### src/rtl/my_parity_acc_pkg.sv
// -----------------------------------------------------------------------------
// my_parity_acc_pkg
// Shared definitions for the serial parity accumulator:
//   - default FRAME_LEN / CNT_W
//   - FSM state encodings (ST_IDLE=0, ST_ACC=1, ST_HOLD=2)
//   - fold_out(): maps the raw XOR fold onto the reported parity sense
// Optional feature macro: MY_PARITY_ACC_ODD_EN (odd parity when defined).
// -----------------------------------------------------------------------------
package my_parity_acc_pkg;

   localparam int FRAME_LEN_DEF = 8;
   localparam int CNT_W_DEF     = 3;

   typedef enum logic [1:0] {
      ST_IDLE = 2'd0,
      ST_ACC  = 2'd1,
      ST_HOLD = 2'd2
   } state_t;

   // Odd parity is the inverted fold, so an all-zero frame reports 1.
   function automatic logic fold_out(input logic i_fold);
`ifdef MY_PARITY_ACC_ODD_EN
      return ~i_fold;
`else
      return i_fold;
`endif
   endfunction

endpackage

### src/rtl/my_parity_acc.sv
// -----------------------------------------------------------------------------
// my_parity_acc
// Serial parity accumulator. XOR-folds FRAME_LEN qualified bits per frame and
// presents the resulting parity bit on a valid/ready handshake.
//
// Ports:
//   clk      in   rising-edge clock
//   rst_n    in   asynchronous active-low reset
//   start    in   single-cycle pulse that opens (or restarts) a frame
//   bit_in   in   serial data bit
//   bit_vld  in   bit_in qualifier, one bit consumed per high cycle
//   par_out  out  frame parity result (registered)
//   par_vld  out  par_out valid (registered)
//   par_rdy  in   downstream accepts par_out
//   busy     out  high while accumulating or holding a result (registered)
//   ovr      out  sticky: a bit arrived while a result was being held
//
// Build option: define MY_PARITY_ACC_ODD_EN for odd parity; even otherwise.
// -----------------------------------------------------------------------------
module my_parity_acc
   import my_parity_acc_pkg::*;
#(
   parameter int FRAME_LEN = FRAME_LEN_DEF,
   parameter int CNT_W     = CNT_W_DEF
) (
   input  logic clk,
   input  logic rst_n,
   input  logic start,
   input  logic bit_in,
   input  logic bit_vld,
   output logic par_out,
   output logic par_vld,
   input  logic par_rdy,
   output logic busy,
   output logic ovr
);

   localparam logic [CNT_W-1:0] LAST_CNT = CNT_W'(FRAME_LEN - 1);

   state_t           r_state, w_state_nxt;
   logic             r_acc,   w_acc_nxt;
   logic [CNT_W-1:0] r_cnt,   w_cnt_nxt;
   logic             r_par,   w_par_nxt;
   logic             r_vld,   w_vld_nxt;
   logic             r_ovr,   w_ovr_nxt;
   logic             r_busy;
   logic             w_fold;

   assign w_fold = r_acc ^ bit_in;

   always_ff @(posedge clk or negedge rst_n) begin
      if (!rst_n) begin
         r_state <= ST_IDLE;
         r_acc   <= 1'b0;
         r_cnt   <= '0;
         r_par   <= 1'b0;
         r_vld   <= 1'b0;
         r_ovr   <= 1'b0;
         r_busy  <= 1'b0;
      end else begin
         r_state <= w_state_nxt;
         r_acc   <= w_acc_nxt;
         r_cnt   <= w_cnt_nxt;
         r_par   <= w_par_nxt;
         r_vld   <= w_vld_nxt;
         r_ovr   <= w_ovr_nxt;
         // busy is registered from the next state so it tracks r_state exactly
         r_busy  <= (w_state_nxt != ST_IDLE);
      end
   end

   always_comb begin
      w_state_nxt = r_state;
      w_acc_nxt   = r_acc;
      w_cnt_nxt   = r_cnt;
      w_par_nxt   = r_par;
      w_vld_nxt   = r_vld;
      w_ovr_nxt   = r_ovr;
      case (r_state)
         ST_IDLE: begin
            if (start) begin
               w_state_nxt = ST_ACC;
               w_acc_nxt   = 1'b0;
               w_cnt_nxt   = '0;
               w_ovr_nxt   = 1'b0;
            end
         end
         ST_ACC: begin
            // start outranks a same-cycle bit: the bit is discarded
            if (start) begin
               w_acc_nxt = 1'b0;
               w_cnt_nxt = '0;
            end else if (bit_vld) begin
               w_acc_nxt = w_fold;
               if (r_cnt == LAST_CNT) begin
                  w_state_nxt = ST_HOLD;
                  w_par_nxt   = fold_out(w_fold);
                  w_vld_nxt   = 1'b1;
                  w_cnt_nxt   = '0;
               end else begin
                  w_cnt_nxt = r_cnt + CNT_W'(1);
               end
            end
         end
         ST_HOLD: begin
            if (bit_vld) w_ovr_nxt = 1'b1;
            if (r_vld && par_rdy) begin
               w_vld_nxt = 1'b0;
               // start is only honoured together with the handshake, giving
               // back-to-back frames without an IDLE bubble
               if (start) begin
                  w_state_nxt = ST_ACC;
                  w_acc_nxt   = 1'b0;
                  w_cnt_nxt   = '0;
                  w_ovr_nxt   = 1'b0;
               end else begin
                  w_state_nxt = ST_IDLE;
               end
            end
         end
         default: begin
            w_state_nxt = ST_IDLE;
            w_vld_nxt   = 1'b0;
         end
      endcase
   end

   assign par_out = r_par;
   assign par_vld = r_vld;
   assign busy    = r_busy;
   assign ovr     = r_ovr;

endmodule

### config.mk
export PLATFORM = sky130hd
export DESIGN_NAME = my_parity_acc
export DESIGN_NICKNAME = d
export VERILOG_FILES = /design/src/rtl/my_parity_acc_pkg.sv /design/src/rtl/my_parity_acc.sv
export SDC_FILE = /design/constraint.sdc
export NUM_CORES = 1
export LEC_CHECK = 0
export ABC_CLOCK_PERIOD_IN_PS = 3350
export BUFFER_PORTS_ARGS = -buffer_cell sky130_fd_sc_hd__buf_2
export CORE_AREA = 2 2 39 41
export DETAILED_ROUTE_END_ITERATION = 16
export DIE_AREA = 0 0 41 43
export GPL_TIMING_DRIVEN = 0
export RECOVER_POWER = 25
export SYNTH_ARGS = -nofsm -noshare
export SYNTH_HDL_FRONTEND = slang
export SYNTH_SLANG_ARGS = --single-unit
### constraint.sdc
create_clock -name clk -period 3.35 [get_ports clk]
set_input_delay 0.67 -clock clk [delete_from_list [all_inputs] [get_ports clk]]
set_output_delay 0.67 -clock clk [all_outputs]
set_load 0.05 [all_outputs]
== Word-level counts from Yosys, hierarchy flattened ==
Cells that the tools add are included.

* Register bits: 10
* Input bits: 6
* Output and inout bits: 4
* Logic and storage cells: 57

* Add/sub/neg operators: 1
* Equal/unequal tests: 9
* Multiplexer cells: 28
* Bitwise gates (word level): 3
* Reduce and logical (&&, ||, !) cells: 9

{| class="wikitable"
|+ Operator list
! cell !! number
|-
| 3-bit two-way mux || 5
|-
| 1-bit two-way mux || 13
|-
| 2-bit two-way mux || 5
|-
| 2-bit inequality test (second input constant) || 5
|-
| 3-bit case mux with 3 select lines || 1
|-
| 1-bit case mux with 3 select lines || 2
|-
| 2-bit case mux with 3 select lines || 1
|-
| 5-bit AND reduction || 1
|-
| 4-bit AND reduction || 1
|-
| 2-bit nonzero test || 2
|-
| 3-bit by 1-bit adder with 3-bit output (second input constant) || 1
|-
| 3-bit == test (second input constant) || 1
|-
| 3-bit inequality test (second input constant) || 1
|-
| 3-bit AND reduction || 1
|-
| 3-bit nonzero test || 1
|-
| 2-bit by 1-bit == test with 1-bit output (second input constant) || 1
|-
| 2-bit == test (second input constant) || 1
|-
| 2-bit logical NOT || 1
|-
| 1-bit inverter || 2
|-
| 1-bit case mux with 2 select lines || 1
|-
| 2-bit AND reduction || 1
|-
| 1-bit logical AND || 1
|-
| 1-bit XOR || 1
|}

== Longest topological paths before layout ==
Gate-level depths: netlist of run 1.

* Depth in word-level cells: 6
* Gate-level depth with buffers: 5
* Mapped depth without buffers: 5

== Worst setup path before layout of run 1 ==
No wires, ideal clock.

* Path kind: register to register
* Start: register r_cnt[0]
* End: register r_par, in the netlist par_out
* Setup time: 128 ps
* Arrival time: 1328 ps
* Required time: 3222 ps
* Slack: 1894 ps
* Cell stages (with the launch flop): 6
* Buffers on the path: 0
* Clock period less this slack: 1456 ps
* Cell sequence: dfrtp_1 -> ha_1 -> ha_1 -> and2_1 -> nor3b_2 -> mux2_1

* Cells in the longest elaborated chain, start to end: 2

{| class="wikitable"
|+ Ends and longest elaborated chain
! what !! RTL line !! text
|-
| start: declaration || my_parity_acc.sv:42 || <nowiki>logic [CNT_W-1:0] r_cnt, w_cnt_nxt;</nowiki>
|-
| start signal: assignment || my_parity_acc.sv:63 || <nowiki>r_cnt <= w_cnt_nxt;</nowiki>
|-
| 3-bit == test || my_parity_acc.sv:95 || <nowiki>if (r_cnt == LAST_CNT) begin</nowiki>
|-
| 4-bit AND reduction (no line) || -- ||
|-
| end signal: assignment || my_parity_acc.sv:64 || <nowiki>r_par <= w_par_nxt;</nowiki>
|-
| end: declaration || my_parity_acc.sv:43 || <nowiki>logic r_par, w_par_nxt;</nowiki>
|}

No other way between the ends.
A chain may end at the register's enable or synchronous reset.

== Final worst setup path of run 1 ==
* Start: register r_vld, in the netlist par_vld
* End: output par_vld

{| class="wikitable"
|+ RTL lines
! what !! RTL line !! text
|-
| start: declaration || my_parity_acc.sv:44 || <nowiki>logic r_vld, w_vld_nxt;</nowiki>
|-
| start signal: assignment || my_parity_acc.sv:65 || <nowiki>r_vld <= w_vld_nxt;</nowiki>
|-
| end: declaration || my_parity_acc.sv:32 || <nowiki>output logic par_vld,</nowiki>
|}

No word-level cell between the ends.

==> results of run 1 <==
## state kept, by name, summed over array words and instances, names as in the netlist
name / flops
busy: 1
r_state: 2
ovr: 1
par_out: 1
r_cnt: 3
par_vld: 1
r_acc: 1
## cells in the mapped netlist
cell type / count
nor3_1: 1
nor3b_2: 1
dfrtp_1: 10
a21o_1: 1
nand2b_4: 1
inv_1: 3
a21oi_1: 1
ha_1: 2
and2_1: 1
o221a_2: 1
a31oi_1: 2
nand2_1: 2
o21ai_0: 2
mux2_1: 1
nand3b_1: 1
inv_2: 1
o221ai_1: 1
a31o_1: 1
o21ai_1: 1
nand4b_1: 1
xor2_1: 1
nor2_1: 2
a22o_1: 4
## metal layers
| metal | part of all wire | up-vias | track usage |
|---|---|---|---|
| li1 | - | 182 | - |
| met1 | 0.46 | 182 | 0.140 |
| met2 | 0.47 | 11 | 0.144 |
| met3 | 0.047 | 2 | 0.0157 |
| met4 | 0.023 | 0 | 0.140 |
| met5 | 0 | - | 0 |
## power by group through the flow
stage / sequential [mW] / clock (mW) / combinational, mW
floorplan: 0.129 / 0 / 0.00983
global placement: 0.129 / 0 / 0.0192
detailed placement: 0.129 / 0 / 0.0198
CTS: 0.127 / 0.113 / 0.0200
global route: 0.127 / 0.118 / 0.0218
finish: 0.127 / 0.108 / 0.0192
## final timing paths
kind / start / slack, ns / endpoint / cells after the start
worst max-delay path: par_vld / 1.75 / par_vld / 1
worst min-delay path: rst_n / 0.34 / busy / 1
worst max register to register: r_cnt[0] / 1.81 / par_out / 5
worst min register to register: par_out / 0.48 / par_out / 1
max in group asynchronous: rst_n / 2.67 / r_cnt[0] / 1
min in group clk: par_out / 0.48 / par_out / 1
## cell type report
cell class | count | area [um^2] | area share
Multi-Input combinational cell | 28 | 218 | 0.373
Clock buffer | 4 | 36.3 | 0.0622
Timing Repair Buffer | 9 | 43.8 | 0.0751
Tap cell | 16 | 20.0 | 0.0343
Sequential cell | 10 | 250 | 0.429
Inverter | 4 | 15.0 | 0.0258
## stage by stage
stage | area (um^2) | std cells | hold WS [ns]
after floorplan | 483 | 42 | 0.374
after global placement | 548 | 67 | 0.463
after detailed placement | 548 | 67 | 0.469
after CTS | 584 | 71 | 0.245
after global routing | 583 | 71 | 0.404
final | 583 | 71 | 0.340
## kinds of logic (layout without fill, tap and decap cells)
group	after synthesis	after routing	synth area share
AO/OA/AOI/OAI	14	14	0.215
multiplexers	1	1	0.0233
adder cells (fa/ha/maj)	2	2	0.0518
buffers and inverters	4	17	0.0311
XOR/XNOR	1	1	0.0181
flip-flops	10	10	0.518
AND/OR/NAND/NOR	10	10	0.142
## placed cells by master (no fill, tap or decap), drive strengths merged
master	synthesis	layout
buf	0	8
ha	2	2
a21o	1	1
xor2	1	1
nand4b	1	1
and2	1	1
nor3	1	1
nand2b	1	1
a22o	4	4
nand2	2	2
inv	4	4
nor3b	1	1
clkbuf	0	5
a31oi	2	2
nor2	2	2
dfrtp	10	10
mux2	1	1
o221ai	1	1
a21oi	1	1
o221a	1	1
o21ai	3	3
a31o	1	1
nand3b	1	1
==> impl_metrics.ini, run 1 <==
[placed_design]
place.gp.congestion = 0.773
place_ws_ns = 1.66
dp_hpwl_um = 621
numPortBuffers = 9

[power]
pwr-share-seq = 0.498
fin_total_pwr_mw = 0.254
power.leakage_nw = 0.300
switchingPower_mw = 0.0558
p_int_mw = 0.198
swShare = 0.220
ir_worst_vdd_uv = 160
clkPwrFrac = 0.426
combPwrFrac = 0.075
power_density_mw_per_mm2 = 436

[clocking]
cts_buffers = 3
cts.htree.levels = 1
cts_buffer_depth = 2
cts_resized = 0
cts.sinks = 10
clk_latency_ns = 0.26
cts_tree = done
post-cts-setup-buffers = 0
path_clk_slew_ns = 0.07
cts_hold_buf = 0
ctsRootBufferMaster = clkbuf_4

[floorplan]
core_area_mm2 = 0.00138
die_area_mm2 = 0.00176
pin_count = 10
die_x_um = 41
rows = 14
initial_core_util = 0.349
fp.dieH_um = 43

[timing]
worst_slack_ns = 1.75
fin_tns_setup_ns = 0
finClkSkew_ns = 0.00282
worstMarginPinSlew_ns = 0.510
slew_headroom = 0.660
slew_violations = 0
clock.fmax_mhz = 627
setup_viol_count_final = 0
min_period_ns = 1.60
rsz0062_at_grt = no
period_share = 0.476
hold_viol_final = 0

[cells_and_area]
syn_to_final_growth_pct = 20.7
drive_above_1_share = 0.291
num_antenna_cells = 0
n_fill_cell = 140
nets = 64
final_util = 0.421

[outcome]
status = completed

[setup_path]
start_kind = flop
worstSetupEndpointType = primary output
crit_fanout = 4
worstSetupPathType = flop to primary output
cp_top_family = flip-flops
crit_required_ns = 2.68
slowest_delay_ns = 0.38
path_cells = buf_2
arrival_ns = 0.93
cpMaxStageDelayCell = dfrtp_1
cp_num_buf_inv = 1

[logic_synthesis]
yosysSeqAreaShare = 0.518
synth_top_area_share = 0.518
ys_seq_elements = 10
syn_inst = 42
synth_top_cell_by_area = dfrtp_1
synth_cell_types = 23
postSynthNetCount = 50
synth_area_um2 = 483
synth_area_leaders = dfrtp_1, a22o_1, ha_1, nand2b_4, a31oi_1
avgSynthCellArea_um2 = 11.5
yosys_warnings = 0

[global_route]
grt_antenna_before_repair = 0
grt_usage = 0.114
grt_max_degree = 11
first_global_vias = 314
overflow = 0
grt_pass1_wl_um = 1260

[drt]
drt_iter0_markers = 3
dr.pass1.iters = 4
drt_wl_total_um = 843
num_vias = 377
viasPerCell = 5.31
avgRoutedWirePerCell_um = 11.9
drc = 0
ant_nets = 0

[run]
maxCapViolations = 0

[hold_path]
hp-class = input pin to async pin
Note: power is estimated with default switching activity, not from simulation.
==> run 2: changes to the inputs <==
Settings changed: ABC_CLOCK_PERIOD_IN_PS 3350 to 1400.
Clock period 3.35 ns to 1.4 ns, I/O delays scaled along.
==> impl_metrics.ini, run 2 (synthesis gave the netlist of run 1 again) <==
[timing]
worstMarginPinSlew_ns = 0.540
fin_tns_setup_ns = -0.118
slew_headroom = 0.640
clock.fmax_mhz = 690
hold_viol_final = 0
slew_violations = 0
worst_slack_ns = -0.0501
period_share = 1.04
setup_viol_count_final = 3
finClkSkew_ns = 0.00744
rsz0062_at_grt = yes
min_period_ns = 1.45

[clocking]
cts_buffer_depth = 2
cts_buffers = 3
cts.htree.levels = 1
clk_latency_ns = 0.27
path_clk_slew_ns = 0.07
cts_tree = done
ctsRootBufferMaster = clkbuf_4
cts.sinks = 10

[power]
power_density_mw_per_mm2 = 937
combPwrFrac = 0.095
p_int_mw = 0.484
switchingPower_mw = 0.142
pwr-share-seq = 0.487
power.leakage_nw = 0.326
swShare = 0.227
ir_worst_vdd_uv = 474
clkPwrFrac = 0.418

[cells_and_area]
top_register = r_cnt
num_antenna_cells = 0
stdcell_area_um2 = 668
layout_commonest_cell = dfrtp_1
layout_common_cells = dfrtp_1, buf_2, buf_4
final_util = 0.483
syn_to_final_growth_pct = 38.3
largest_reg_flops = 3
largestRegisters = r_cnt (3), r_state (2)
drive_above_1_share = 0.410
nets = 70

[floorplan]
die_area_mm2 = 0.00176
fp.dieH_um = 43
core_area_mm2 = 0.00138
rows = 14
die_x_um = 41
initial_core_util = 0.349
pin_count = 10

[setup_path]
slowest_delay_ns = 0.39
start_kind = flop
crit_top_cell = ha_4
path_cells = ha_4 > ha_4 > and2_4 > nor3b_4 > mux2_4
arrival_ns = 1.61
worstSetupPathType = flop to flop
cpMaxStageDelayCell = dfrtp_1
crit_required_ns = 1.56
crit_fanout = 2
worstSetupEndpointType = flop

[global_route]
grt_usage = 0.145
grt_pass1_wl_um = 1660
grt_max_degree = 11
grt_antenna_before_repair = 0
overflow = 0
first_global_vias = 411

[drt]
avgRoutedWirePerCell_um = 13.1
drt_wl_total_um = 1010
drc = 0
viasPerCell = 5.16
num_vias = 397
drt_iter0_markers = 0
ant_nets = 0
dr.pass1.iters = 1

[outcome]
violations = setup timing
status = finished, violations left

[hold_path]
hp-class = input pin to flop

[run]
maxCapViolations = 0

[placed_design]
place.gp.congestion = 0.636
dp_hpwl_um = 650
place_area_um2 = 576
numPortBuffers = 9
## run 2: path summary, 6_finish.rpt
kind | start | end | slack, ns | cells past startpoint
setup / recovery | r_cnt[1] | par_out | -0.05 | 5
hold / removal | start | ovr | 0.34 | 2
setup reg to reg | r_cnt[1] | par_out | -0.05 | 5
hold reg to reg | par_out | par_out | 0.51 | 1
max in group asynchronous | rst_n | par_vld | 0.53 | 2
min in group asynchronous | rst_n | r_state[0] | 0.51 | 2
## run 2: power by group through the flow
| stage | sequential [mW] | clock [mW] | combinational [mW] |
|---|---|---|---|
| after detailed placement | 0.309 | 0 | 0.0495 |
| after CTS | 0.303 | 0.276 | 0.0556 |
| after global placement | 0.308 | 0 | 0.0482 |
| after floorplan | 0.309 | 0 | 0.0249 |
| after global routing | 0.306 | 0.290 | 0.0691 |
| final | 0.305 | 0.262 | 0.0595 |
## run 2: metrics by stage
stage	std cells	power, mW	hold slack [ns]	worst slack [ns]
floorplan	42	0.334	-0.0156	-0.0169
detailed placement	67	0.358	0.154	-0.115
global placement	67	0.357	0.156	-0.100
CTS	75	0.634	0.321	-0.0631
global route	77	0.665	0.336	-0.104
finish	77	0.626	0.336	-0.0501
## run 2: worst max-delay path: cells and delay by family, from the launching register on
family	cells	cell delay (ns)
AND/OR/NAND/NOR	2	0.34
adder cells (fa/ha/maj)	2	0.29
multiplexers	1	0.32
flip-flops	1	0.39
## run 2: area by class of cell
class	instances	area (um^2)
inverter	4	15.0
timing repair buffer	15	91.3
fill	136	716
clock buffer	4	36.3
tap	16	20.0
multi-input combinational	28	255
sequential	10	250
## run 2: what timing repair did
action	in CTS	in global routing
endpoints found under the hold margin	10	0
setup endpoints to repair	1	3
resized for setup	0	1
cloned	0	0
buffers inserted	3	2
pin swaps	3	1
hold buffers	1	0
## run 2: routing by layer
metal / track usage / routed length [um] / vias up
met1: 0.161 / 458 / 187
met4: 0.0600 / 9 / 0
li1: - / - / 199
met2: 0.216 / 486 / 9
met3: 0.0838 / 49 / 2
met5: 0 / 0 / -
